--- config.mk ---
export PLATFORM = sky130hd
export DESIGN_NAME = memory_port_arbiter
export DESIGN_NICKNAME = d
export VERILOG_FILES = /design/src/rtl/memory_port_arbiter.sv
export SDC_FILE = /design/constraint.sdc
export NUM_CORES = 1
export LEC_CHECK = 0
export BUFFER_PORTS_ARGS = -buffer_cell sky130_fd_sc_hd__buf_4
export CORE_AREA = 2 2 122 124
export DETAILED_ROUTE_END_ITERATION = 8
export DIE_AREA = 0 0 124 126
export SLEW_MARGIN = 25
export SYNTH_ARGS = -nofsm -noshare
export SYNTH_HDL_FRONTEND = slang
export SYNTH_SLANG_ARGS = --single-unit
--- constraint.sdc ---
create_clock -name clk -period 2 [get_ports clk]
set_clock_uncertainty 0.05 [all_clocks]
set_input_delay 0.2 -clock clk [delete_from_list [all_inputs] [get_ports clk]]
set_output_delay 0.2 -clock clk [all_outputs]
set_load 0.05 [all_outputs]
--- src/rtl/memory_port_arbiter.sv ---
// Two-requester arbiter sharing one single-ported memory: D-priority with I anti-starvation,
// one outstanding transaction, response steered back to the issuing requester.
`timescale 1ns/1ps
module memory_port_arbiter #(
    parameter int unsigned STARVE_LIMIT = 4
) (
    input  logic        clk,
    input  logic        rst_n,
    input  logic        i_req_valid,
    input  logic [68:0] i_req,
    output logic        i_req_ready,
    output logic        i_res_valid,
    output logic [31:0] i_res_data,
    input  logic        d_req_valid,
    input  logic [68:0] d_req,
    output logic        d_req_ready,
    output logic        d_res_valid,
    output logic [31:0] d_res_data,
    output logic        m_req_valid,
    output logic [68:0] m_req,
    input  logic        m_req_ready,
    input  logic        m_res_valid,
    input  logic [31:0] m_res_data,
    output logic        busy,
    output logic        err_spurious
);

    localparam logic [0:0] ST_IDLE = 1'b0;
    localparam logic [0:0] ST_BUSY = 1'b1;
    localparam logic       SEL_D   = 1'b0;
    localparam logic       SEL_I   = 1'b1;
    localparam logic [3:0] LIMIT   = 4'(STARVE_LIMIT);

    logic [0:0] state_q, state_d;
    logic       lock_q, lock_d;
    logic       lock_sel_q, lock_sel_d;
    logic       owner_q, owner_d;
    logic [3:0] starve_q, starve_d;
    logic       err_q, err_d;

    logic       sel;
    logic       starved;
    logic       accept;

    // A stalled handshake freezes the selection so the presented payload cannot change.
    always_comb begin
        starved = i_req_valid && (starve_q == LIMIT);
        if (lock_q)
            sel = lock_sel_q;
        else if (d_req_valid && !starved)
            sel = SEL_D;
        else if (i_req_valid)
            sel = SEL_I;
        else
            sel = SEL_D;
    end

    always_comb begin
        m_req_valid = rst_n && (state_q == ST_IDLE) && ((sel == SEL_I) ? i_req_valid : d_req_valid);
        m_req       = (sel == SEL_I) ? i_req : d_req;
        accept      = m_req_valid && m_req_ready;
        i_req_ready = accept && (sel == SEL_I);
        d_req_ready = accept && (sel == SEL_D);
        busy        = (state_q == ST_BUSY);
        i_res_valid = busy && m_res_valid && (owner_q == SEL_I);
        d_res_valid = busy && m_res_valid && (owner_q == SEL_D);
        i_res_data  = m_res_data;
        d_res_data  = m_res_data;
        err_spurious = err_q;
    end

    always_comb begin
        state_d    = state_q;
        lock_d     = lock_q;
        lock_sel_d = lock_sel_q;
        owner_d    = owner_q;
        starve_d   = starve_q;
        err_d      = err_q | (m_res_valid && (state_q == ST_IDLE));
        case (state_q)
            ST_IDLE: begin
                if (accept) begin
                    state_d = ST_BUSY;
                    owner_d = sel;
                    lock_d  = 1'b0;
                    if (sel == SEL_I)
                        starve_d = '0;
                    else if (i_req_valid && (starve_q < LIMIT))
                        starve_d = starve_q + 4'd1;
                end else if (m_req_valid) begin
                    lock_d     = 1'b1;
                    lock_sel_d = sel;
                end
            end
            ST_BUSY: begin
                if (m_res_valid)
                    state_d = ST_IDLE;
            end
            default: state_d = ST_IDLE;
        endcase
    end

    always_ff @(posedge clk or negedge rst_n) begin
        if (!rst_n) begin
            state_q    <= ST_IDLE;
            lock_q     <= 1'b0;
            lock_sel_q <= SEL_D;
            owner_q    <= SEL_D;
            starve_q   <= '0;
            err_q      <= 1'b0;
        end else begin
            state_q    <= state_d;
            lock_q     <= lock_d;
            lock_sel_q <= lock_sel_d;
            owner_q    <= owner_d;
            starve_q   <= starve_d;
            err_q      <= err_d;
        end
    end

endmodule

==> impl_metrics.py <==
metrics = {
    "worst_setup_path": {
        "cp-endpoint": "m_req[24]",
        "r2r_end": "starve_q[1]",
        "slowest_stage": "dfrtp_1",
        "cp_cell_sequence": "inv_2, ha_4, nand2b_4, o311ai_4, buf_12, clkbuf_16, mux2_4, buf_6",
        "cp_max_fo": 8,
        "r2r_slack_ps": -40,
        "startpoint": "starve_q[1]",
        "max_stage_delay_ps": 380,
        "end_kind": "output pin",
        "crit_arrival_ps": 2080,
        "r2r-start": "starve_q[1]",
        "worstSetupStartpointType": "flip-flop",
        "reg2regPathDepth": 10,
        "critPathKind": "flip-flop to output pin",
        "required_ps": 1750,
    },
    "sta": {
        "drv_slew": 0,
        "setup_ws_ps": -334,
        "rsz0062_at_grt": "yes",
        "period_share_pct": 117,
        "hold_violations": 0,
        "relSlewSlack_pct": 72.5,
        "worst_pin_slew_ps": 412,
        "fin_crit_ps": 2330,
        "setup_viol": 73,
        "fin_setup_tns_ps": -21520,
        "fmax_ghz": 0.428,
    },
    "logic_synthesis": {
        "synth_xor_area_share_pct": 0,
        "muxShareOfSynthArea_pct": 44.7,
        "synth_cell_type_count": 30,
        "netlist_top_cells_count": "buf_4 (64), mux2_2 (52), mux2_4 (18), dfrtp_1 (9), buf_6 (7)",
        "synth_adder_area_share_pct": 1.31,
        "yosys_register_bits": 9,
        "synth_warnings": 0,
        "synth_compound_area_share_pct": 6.53,
        "synth_area_mm2": 0.00192,
        "synth-simple-area-share_pct": 5.36,
        "yosysSeqAreaShare_pct": 11.8,
        "synthFlopType": "dfrtp_1",
        "synth_top_area_share_pct": 30.6,
        "yosys-top-cells-area": "mux2_2 (31%), buf_4 (25%), mux2_4 (14%)",
        "yosysMostFrequentCell": "buf_4",
        "async_reset_ff_share_pct": 100,
        "synthCells": 187,
        "synth_top_family_by_area": "multiplexers",
        "synth_area_per_cell_um2": 10.2,
        "synth_fp_nets": 365,
        "synth_area_leader_cell": "mux2_2",
        "synth_edf_count": 0,
    },
    "power": {
        "ir_drop_uv": 588,
        "power_density_mw_per_mm2": 1570,
        "p_sw_mw": 3.28,
        "switching_share_pct": 48.8,
        "pwr-share-seq_pct": 4.3,
        "clkPwrFrac_pct": 5.2,
        "internal_power_mw": 3.45,
        "p_leak_nw": 2.19,
        "combPwrFrac_pct": 90.5,
    },
    "placement": {
        "dp.cells": 527,
        "place_ws_ps": -127,
        "post_dp_cell_area_mm2": 0.00332,
        "hpwl_um": 6420,
        "gp_congestion": 0.941,
        "numPortBuffers": 219,
    },
    "drt": {
        "drcViolationCount": 0,
        "vias_per_cell": 3.73,
        "drtIter0Drc": 35,
        "routedWlPerCell_um": 16.7,
        "wl_um": 9170,
        "drt_pass1_iterations": 4,
        "vias": 2046,
        "antenna_left": 0,
    },
    "grt": {
        "grt_pass1_wl_um": 11300,
        "grt-ovfl-total": 0,
        "grtUsageTotal_pct": 9.41,
        "antenna_found_initial": 0,
        "grt_max_degree": 21,
        "grt_pass1_vias": 2159,
    },
    "cts": {
        "clock_latency_ps": 230,
        "h-tree-depth": 1,
        "clk_pin_slew_ps": 40,
        "cts_root_buffer": "clkbuf_16",
        "clockBufferDepth": 2,
        "clock_sinks": 9,
        "numCtsBuffers": 3,
        "cts_tree": "yes",
    },
    "layout": {
        "layout.cells.non_filler": 549,
        "diodes": 0,
        "final_cell_area_mm2": 0.00428,
        "final_util_pct": 29.9,
        "layout-drive-gt1-share_pct": 89.9,
        "fin_nets": 544,
        "area_delta_synth_final_pct": 123,
        "fillers": 1481,
        "regArea_um2": 225,
        "multiInputGateArea_mm2": 0.00133,
    },
    "die": {
        "dieWidth_um": 124,
        "fp.dieH_um": 126,
        "die_area_mm2": 0.0156,
        "io_pins": 316,
        "core_area_mm2": 0.0143,
        "rows": 44,
        "start_util_pct": 13.4,
    },
    "run_status": {
        "violations": "setup timing",
        "status": "complete, but fails checks",
    },
    "run": {
        "maxCapViolCount": 0,
    },
    "hold_path": {
        "hold_class": "input pin to flip-flop",
    },
}
==> sequential cells by signal, summed over array words and instances, names as in the netlist <==
name / count
lock_sel_q: 1
err_spurious: 1
lock_q: 1
busy: 1
owner_q: 1
starve_q: 4
==> metal layers <==
| layer | part of all wire (%) | routed length (um) | GRT usage [%] |
|---|---|---|---|
| met2 | 51 | 4670 | 16.3 |
| met4 | 1.2 | 107 | 2.31 |
| met1 | 39 | 3550 | 11.3 |
| met5 | 0 | 0 | 0 |
| met3 | 9.1 | 839 | 2.76 |
==> power groups by stage <==
stage,clock (mW),sequential (mW),combinational [mW]
6_report,0.350,0.288,6.09
5_1_grt,0.376,0.297,6.34
4_1_cts,0.360,0.285,5.13
3_5_place_dp,0,0.287,4.39
3_3_place_gp,0,0.284,4.33
2_1_floorplan,0,0.303,3.56
==> through the flow <==
stage                     hold slack, ps  power (mW)
after global routing                 159        7.02
final                                123        6.73
after floorplan                     -146        3.87
after CTS                            123        5.78
after detailed placement            77.9        4.68
after global placement              82.0        4.62
==> cells in the final DEF (no fill, tap or decap), types with 2 or more instances in the layout <==
| cell type | count |
|---|---|
| a21o_1 | 2 |
| a21oi_1 | 2 |
| and3_1 | 2 |
| buf_12 | 3 |
| buf_16 | 2 |
| buf_4 | 159 |
| buf_6 | 47 |
| buf_8 | 28 |
| clkbuf_16 | 8 |
| dfrtp_1 | 9 |
| inv_1 | 4 |
| inv_2 | 2 |
| mux2_2 | 2 |
| mux2_4 | 68 |
| nand2b_4 | 2 |
| nor2b_1 | 2 |
| o21a_1 | 2 |
| or3b_1 | 2 |
==> what timing repair did <==
action	CTS	global route
gates resized for setup	83	82
setup endpoints to repair	71	73
buffers inserted	3	6
hold buffers	1	0
hold endpoints to repair	9	0
cloned	2	6
pin swaps	0	5
==> area by class of cell <==
cell class | instances | area share (%)
timing repair buffer | 245 | 55.9
multi-input combinational | 101 | 31.1
clock buffer | 4 | 1.84
tap | 184 | 5.38
inverter | 6 | 0.526
sequential | 9 | 5.26
==> critical path: cells and delay by family (launching register included) <==
| kind | cells | cell delay [ps] |
|---|---|---|
| buf+inv | 4 | 620 |
| flops | 1 | 380 |
| compound gates | 1 | 340 |
| mux | 1 | 310 |
| fa+ha+maj | 1 | 130 |
| simple gates | 1 | 60 |
==> cells by family after synthesis <==
group                    Yosys count
buffers and inverters             77
multiplexers                      70
AND/OR/NAND/NOR                   15
AO/OA/AOI/OAI                     14
flip-flops                         9
adder cells (fa/ha/maj)            2
==> worst min path at each step <==
stage | cells past startpoint | endpoint | startpoint
5_1_grt | 2 | busy | m_res_valid
3_3_place_gp | 2 | busy | rst_n
6_report | 2 | busy | m_res_valid
2_1_floorplan | 0 | busy | rst_n
4_1_cts | 2 | busy | m_res_valid
3_5_place_dp | 2 | busy | rst_n
No activity file was read; power rests on OpenSTA's default activity.
